### src/rtl/ar_envelope_pkg.sv
// Shared audio definitions: envelope width, sample width default,
// AR envelope states and the envelope-to-gain mapping.
package ar_envelope_pkg;

    localparam int ENV_WIDTH    = 16;
    localparam int GAIN_WIDTH   = 9;
    localparam int BITDEPTH_DEF = 14;

    localparam logic [ENV_WIDTH-1:0] ENV_MAX = '1;

    typedef enum logic [1:0] {
        IDLE,
        ATTACK,
        SUSTAIN,
        RELEASE
    } env_state_e;

    // Full-scale envelope maps to 256 so the multiply is exactly unity.
    function automatic logic [GAIN_WIDTH-1:0] env_gain(
        input logic [ENV_WIDTH-1:0] env
    );
        if (env == ENV_MAX) begin
            return GAIN_WIDTH'(256);
        end
        return {1'b0, env[ENV_WIDTH-1 -: 8]};
    endfunction

endpackage

### src/rtl/ar_envelope_if.sv
// Sample/control bundle between the voice path and the AR envelope.
interface ar_envelope_if
    import ar_envelope_pkg::*;
#(
    parameter int BITDEPTH = BITDEPTH_DEF
);

    logic signed [BITDEPTH-1:0] in;
    logic        [7:0]          envelope_attack;
    logic        [7:0]          envelope_decay;
    logic                       gate;
    logic signed [BITDEPTH-1:0] out;

    modport master (
        output in,
        output envelope_attack,
        output envelope_decay,
        output gate,
        input  out
    );

    modport slave (
        input  in,
        input  envelope_attack,
        input  envelope_decay,
        input  gate,
        output out
    );

endinterface

### src/rtl/ar_env_gen.sv
// AR state machine with saturating envelope accumulator; emits 9-bit gain.
module ar_env_gen
    import ar_envelope_pkg::*;
(
    input  logic                  clk_i,
    input  logic                  rst_i,
    input  logic                  gate_i,
    input  logic [7:0]            attack_i,
    input  logic [7:0]            decay_i,
    output logic [GAIN_WIDTH-1:0] gain_o
);

    env_state_e           state_q, state_d;
    logic [ENV_WIDTH-1:0] env_q, env_d;
    logic [ENV_WIDTH:0]   up_sum;
    logic [ENV_WIDTH-1:0] up_env;
    logic [ENV_WIDTH-1:0] dn_env;

    // A zero rate means an instantaneous jump to the rail.
    always_comb begin
        up_sum = {1'b0, env_q} + (ENV_WIDTH+1)'(attack_i);
        up_env = up_sum[ENV_WIDTH-1:0];
        if (attack_i == 8'd0 || up_sum[ENV_WIDTH]) begin
            up_env = ENV_MAX;
        end
        dn_env = env_q - ENV_WIDTH'(decay_i);
        if (decay_i == 8'd0 || env_q < ENV_WIDTH'(decay_i)) begin
            dn_env = '0;
        end
    end

    always_comb begin
        state_d = state_q;
        env_d   = env_q;
        unique case (state_q)
            IDLE: begin
                env_d = '0;
                if (gate_i) begin
                    env_d   = up_env;
                    state_d = (up_env == ENV_MAX) ? SUSTAIN : ATTACK;
                end
            end
            ATTACK, SUSTAIN, RELEASE: begin
                if (gate_i) begin
                    env_d   = up_env;
                    state_d = (up_env == ENV_MAX) ? SUSTAIN : ATTACK;
                end else begin
                    env_d   = dn_env;
                    state_d = (dn_env == '0) ? IDLE : RELEASE;
                end
            end
        endcase
    end

    always_ff @(posedge clk_i or posedge rst_i) begin
        if (rst_i) begin
            state_q <= IDLE;
            env_q   <= '0;
        end else begin
            state_q <= state_d;
            env_q   <= env_d;
        end
    end

    assign gain_o = env_gain(env_q);

endmodule

### src/rtl/ar_envelope.sv
// Attack/release amplitude envelope: scales each sample by the envelope
// gain with a registered signed multiply and arithmetic shift.
module ar_envelope
    import ar_envelope_pkg::*;
#(
    parameter int BITDEPTH = BITDEPTH_DEF
) (
    input  logic          sample_clock,
    input  logic          rst,
    ar_envelope_if.slave  bus
);

    logic [GAIN_WIDTH-1:0]              gain;
    logic signed [BITDEPTH+GAIN_WIDTH:0] prod;
    logic signed [BITDEPTH-1:0]         out_q, out_d;

    ar_env_gen u_gen (
        .clk_i    (sample_clock),
        .rst_i    (rst),
        .gate_i   (bus.gate),
        .attack_i (bus.envelope_attack),
        .decay_i  (bus.envelope_decay),
        .gain_o   (gain)
    );

    // Gain is unsigned, so widen it with a zero sign bit before multiplying.
    always_comb begin
        prod  = $signed(bus.in) * $signed({1'b0, gain});
        out_d = BITDEPTH'(prod >>> 8);
    end

    always_ff @(posedge sample_clock or posedge rst) begin
        if (rst) begin
            out_q <= '0;
        end else begin
            out_q <= out_d;
        end
    end

    assign bus.out = out_q;

endmodule

### src/flat_wrapper.sv
// flat-port wrapper written by rule: the top's interface ports become plain ports
module ar_envelope_flat import ar_envelope_pkg::*;
#(
    parameter int BITDEPTH = BITDEPTH_DEF
)
  (sample_clock, rst, bus_in, bus_envelope_attack, bus_envelope_decay, bus_gate, bus_out);
  ar_envelope_if #(.BITDEPTH(BITDEPTH)) bus_i ();
  input  logic sample_clock;
  input  logic rst;
  input wire logic [$bits(bus_i.in)-1:0] bus_in;
  input wire logic [$bits(bus_i.envelope_attack)-1:0] bus_envelope_attack;
  input wire logic [$bits(bus_i.envelope_decay)-1:0] bus_envelope_decay;
  input wire logic [$bits(bus_i.gate)-1:0] bus_gate;
  output wire logic [$bits(bus_i.out)-1:0] bus_out;
  assign bus_i.in = bus_in;
  assign bus_i.envelope_attack = bus_envelope_attack;
  assign bus_i.envelope_decay = bus_envelope_decay;
  assign bus_i.gate = bus_gate;
  assign bus_out = bus_i.out;
  ar_envelope #(.BITDEPTH(BITDEPTH)) u_core (.sample_clock(sample_clock), .rst(rst), .bus(bus_i));
endmodule
### config.mk
export PLATFORM = sky130hd
export DESIGN_NAME = ar_envelope_flat
export DESIGN_NICKNAME = d
export VERILOG_FILES = /design/src/rtl/ar_envelope_pkg.sv /design/src/rtl/ar_envelope_if.sv /design/src/rtl/ar_env_gen.sv /design/src/rtl/ar_envelope.sv /design/src/flat_wrapper.sv
export SDC_FILE = /design/constraint.sdc
export NUM_CORES = 1
export LEC_CHECK = 0
export CORE_ASPECT_RATIO = 0.8
export CORE_MARGIN = 2
export CORE_UTILIZATION = 66
export CTS_CLUSTER_DIAMETER = 100
export CTS_CLUSTER_SIZE = 12
export DETAILED_ROUTE_END_ITERATION = 10
export GPL_ROUTABILITY_DRIVEN = 0
export PLACE_DENSITY = 0.95
export SLEW_MARGIN = 20
export SYNTH_ARGS = -nofsm -noshare
export SYNTH_HDL_FRONTEND = slang
export SYNTH_SLANG_ARGS = --single-unit
### constraint.sdc
create_clock -name sample_clock -period 9.05 [get_ports sample_clock]
set_input_delay 1.81 -clock sample_clock [delete_from_list [all_inputs] [get_ports sample_clock]]
set_output_delay 1.81 -clock sample_clock [all_outputs]
set_load 0.05 [all_outputs]
After elaboration in Yosys (flattened, before gate mapping) --
Index checks and enable logic that the tools add are counted.
Word-level totals: output and inout port bits 14, register bits after elaboration 32
Operators by class: multipliers 1, add/subtract/negate cells 2, magnitude comparators 1, muxes and demuxes 13, eq/ne operators 6, reductions and logical operators 7
Operator list (number):
- $mux 16 | 4
- $eq 16x16->1 const B | 2
- $pmux 16 s2 | 1
- $mul 14x10->22 | 1
- $mux 9 | 2
- $add 16x8->17 | 1
- $logic_not 16->1 | 1
- $logic_not 8->1 | 2
- $lt 16x8->1 | 1
- $sub 16x8->16 | 1
- $mux 2 | 4
- $eq 2x2->1 const B | 2
- $pmux 2 s2 | 1
- $reduce_or 3->1 | 1
- $eq 2x1->1 const B | 1
- $logic_not 2->1 | 1
- $logic_or 1x1->1 | 2
- $ne 2x2->1 const B | 1
- $mux 1 | 1

Logic depth before layout (Yosys ltp) --
depth in word-level cells 7, mapped depth 26, depth with buffers taken out 23

Modules after synthesis --
From an unflattened synthesis, not the netlist that was laid out.
Unflattened totals: cell total of the unflattened synthesis 788, area, all modules 6839.1 sq um
By module, submodules not included:
- ar_envelope | area an instance 4727.0 sq um, cells each 522, instances 1
- ar_env_gen | area an instance 2112.0 sq um, cells each 266, instances 1

Worst setup path before layout --
Ideal clock, no wire load.
kind input-to-reg, start input port bus_in[6], end register u_core.out_q[13] (netlist: u_core.bus.out[13]), required time 8.970 ns, path buffers 1, arrival 6.241 ns, library setup time 0.080 ns, slack 2.729 ns, cell stages on the path 21, cell sequence buf_1 > nand2_1 > fa_1 > inv_1 > fa_1 > inv_1 > fa_1 > inv_1 > fa_1 > inv_1 > fa_1 > inv_1 > ha_1 > a21oi_1 > o21ai_0 > a22oi_1 > nand3_1 > a31oi_1 > o21ai_1 > a21oi_1 > xnor2_1
Between the ends: longest elaborated chain between the ends 1
Ends and longest elaborated chain:
- start, declared | RTL line flat_wrapper.sv:10 | input wire logic [$bits(bus_i.in)-1:0] bus_in;
- $mul 14x10->22 | RTL line ar_envelope.sv:28 | prod = $signed(bus.in) * $signed({1'b0, gain});
- net u_core.prod[21] | RTL line ar_envelope.sv:14 | logic signed [BITDEPTH+GAIN_WIDTH:0] prod;
- end signal, assigned | RTL line ar_envelope.sv:36 | out_q <= out_d;
- end, declared | RTL line ar_envelope.sv:15 | logic signed [BITDEPTH-1:0] out_q, out_d;
The timed path passes the listed nets, and every way through them passes these cells. A chain may end at the register's enable or synchronous reset.

Worst setup path in the final report --
start input port bus_in[7], end register u_core.out_q[13] (netlist: u_core.bus.out[13])
Same word-level chain as after synthesis.

==> impl_metrics.tcl <==
set metrics [dict create \
    setup_tns_ns 0 \
    final_cell_mix "inv_1 (136), fa_1 (102), nand2_1 (76)" \
    first_pass_iters 6 \
    wl_microns 16100 \
    port_buffers 46 \
    num_vias 5437 \
    n_antenna_cell 0 \
    yosys_warnings 0 \
    hold_buffers 0 \
    cts_resized 0 \
    synth-seq-cells 32 \
    timing.final.ws_setup_ns 2.01 \
    synth_compound_area_share_pct 9.92 \
    synth_top_family_by_area "adder cells" \
    drc 0 \
    yosysTopAreaCellShare_pct 31.5 \
    synthSimpleGateAreaFrac_pct 18.7 \
    clock.fmax_mhz 142 \
    die_h_microns 92.7 \
    h-tree-depth 2 \
    syn_avg_cell_area_sq_um 8.80 \
    grt_pass1_wl_microns 27000 \
    crit_chain "clkdlybuf4s50_1 > nand2_1 > fa_1 > inv_1 > fa_1 > inv_1 > fa_1 > inv_1 > fa_1 > inv_1 > fa_1 > inv_1 > ha_1 > a21oi_1 > o21ai_0 > a22oi_1 > nand3_1 > a31oi_1 > o21ai_1 > a21oi_1 > xnor2_1" \
    synth_enable_flop_cells 0 \
    grt_use_total_pct 32.5 \
    fp.dieW_microns 115 \
    worstPathRequired_ns 9.26 \
    synth_area_leaders "fa_1 (31%), dfrtp_1 (12%), ha_1 (12%), inv_1 (7.9%), and2_1 (6.5%)" \
    antenna_found_initial 0 \
    async_flop_share_pct 100 \
    ys_types 54 \
    insertion_delay_ns 0.28 \
    drv_cap 0 \
    first_global_vias 5778 \
    cts_num_sinks 32 \
    muxShareOfSynthArea_pct 0.154 \
    cts_setup_buffers 0 \
    rsz0062_at_grt "no" \
    ys_seq_area_share_pct 12.3 \
    area_growth_pct 9.80 \
    pre_cts_slack_ns 1.81 \
    hold_viol 0 \
    root_buffer "clkbuf_16" \
    clk_pin_slew_worst_paths_ns 0.05 \
    nets 960 \
    synth.largest_area_cell "fa_1" \
    layout_min_cycle_time_ns 7.04 \
    crit_type "in -> reg" \
    die-area_sq_um 10600 \
    synthAdderAreaFrac_pct 43.4 \
    finalSetupViolCount 0 \
    grt_overflow 0 \
    yosys_most_used_dff "dfrtp_1" \
    routedWlPerCell_microns 18.2 \
    start_util_pct 67.5 \
    cts-buffers-inserted 5 \
    cts_tree "yes" \
    drive_above_1_share_pct 2.23 \
    critPathMaxStageDelay_ns 0.64 \
    final_common_cell "inv_1" \
    postRouteAntennaNets 0 \
    worstSetupStartpointType "primary input" \
    crit_path_top_delay_cell "clkdlybuf4s50_1" \
    status "completed" \
    relSlewSlack_pct 26.7 \
    cp.arrival_ns 7.25 \
    rows 32 \
    path_max_fanout 9 \
    core_sq_um 9610 \
    netlist_instances 737 \
    dp_hpwl_microns 12800 \
    hold_class "reg -> reg" \
    clockBufferDepth 2 \
    num_io_pins 47 \
    grt_start_max_net_pins 33 \
    drt_iter0_markers 490 \
    fin_crit_sh_pct 77.8 \
    finClkSkew_ns 0.00325 \
    hold_ws_ns 0.619 \
    cp-end-kind "register" \
    maxSlewViolCount 0 \
    timing_worst_slew_pin_value_ns 1.10 \
    viasPerCell 6.16 \
    synthXorXnorAreaFrac_pct 5.54 \
    syn-num-nets 934 \
    netlist_area_sq_um 6490 \
]
-- metrics by stage --
step | cells | utilization (%) | cell area [sq um]
after floorplan | 737 | - | 6490
after global placement | 875 | 72.7 | 6990
after detailed placement | 875 | 72.7 | 6990
after CTS | 882 | 74.1 | 7120
after global routing | 882 | 74.1 | 7120
final | 882 | 74.1 | 7120
-- cell usage after synthesis, drive strengths merged (5+ instances only) --
| cell type | n |
|---|---|
| a211oi | 5 |
| a21o | 10 |
| a21oi | 17 |
| and2 | 67 |
| and3 | 6 |
| buf | 15 |
| clkbuf | 15 |
| dfrtp | 32 |
| fa | 102 |
| ha | 62 |
| inv | 136 |
| nand2 | 76 |
| nand3 | 8 |
| nand4 | 8 |
| nor2 | 25 |
| nor2b | 15 |
| nor3 | 7 |
| nor4 | 6 |
| o21ai | 41 |
| xnor2 | 23 |
| xor2 | 18 |
-- sequential cells by signal (all words and copies together), names as in the netlist --
| signal | count |
|---|---|
| u_core.u_gen.env_q | 16 |
| u_core.bus.out | 14 |
| u_core.u_gen.state_q | 2 |
-- worst max-delay path: cells and delay by family --
family,cells,cell delay (ns)
adders and majority gates,6,2.82
buffers and inverters,6,0.89
xor gates and xnor gates,1,0.13
AOI/OAI and AO/OA,6,1.29
and+or+nand+nor,2,0.33
-- cell type report --
type	count	area (sq um)
clock buffer	6	129
clock inverter	1	5.00
fill	623	2490
inverter	136	510
multi-input combinational	539	5040
sequential	32	801
tap	119	149
timing repair buffer	49	483
-- layer usage --
metal	routed length [microns]	vias up	GRT usage (%)
met5	0	-	0
met4	595	0	11.5
met3	1340	74	7.20
met2	8140	288	56.1
met1	6010	2697	40.4
li1	-	2378	-
-- worst paths after layout --
| check | slack, ns | depth (start not counted) | to | start |
|---|---|---|---|---|
| hold / removal | 0.62 | 2 | u_core.u_gen.env_q[14]$_DFF_PP0_ | u_core.u_gen.state_q[0]$_DFFE_PP0P_ |
| hold reg to reg | 0.62 | 2 | u_core.u_gen.env_q[14]$_DFF_PP0_ | u_core.u_gen.state_q[0]$_DFFE_PP0P_ |
| setup / recovery | 2.01 | 21 | u_core.bus.out[13]$_DFF_PP0_ | bus_in[7] |
| setup reg to reg | 2.17 | 24 | u_core.bus.out[13]$_DFF_PP0_ | u_core.u_gen.env_q[8]$_DFF_PP0_ |
| min in group asynchronous | 1.92 | 3 | u_core.bus.out[8]$_DFF_PP0_ | rst |
| max in group asynchronous | 6.81 | 3 | u_core.u_gen.env_q[8]$_DFF_PP0_ | rst |
-- logic make-up after synthesis --
family          after synthesis
buf+inv                     166
compound gates              100
xor+xnor                     41
mux                           1
fa+ha+maj                   164
flops                        32
simple gates                233
Power is left out: the tool's default activity adds up to more than one toggle a clock period on the data nets, which glitch-free logic cannot reach.
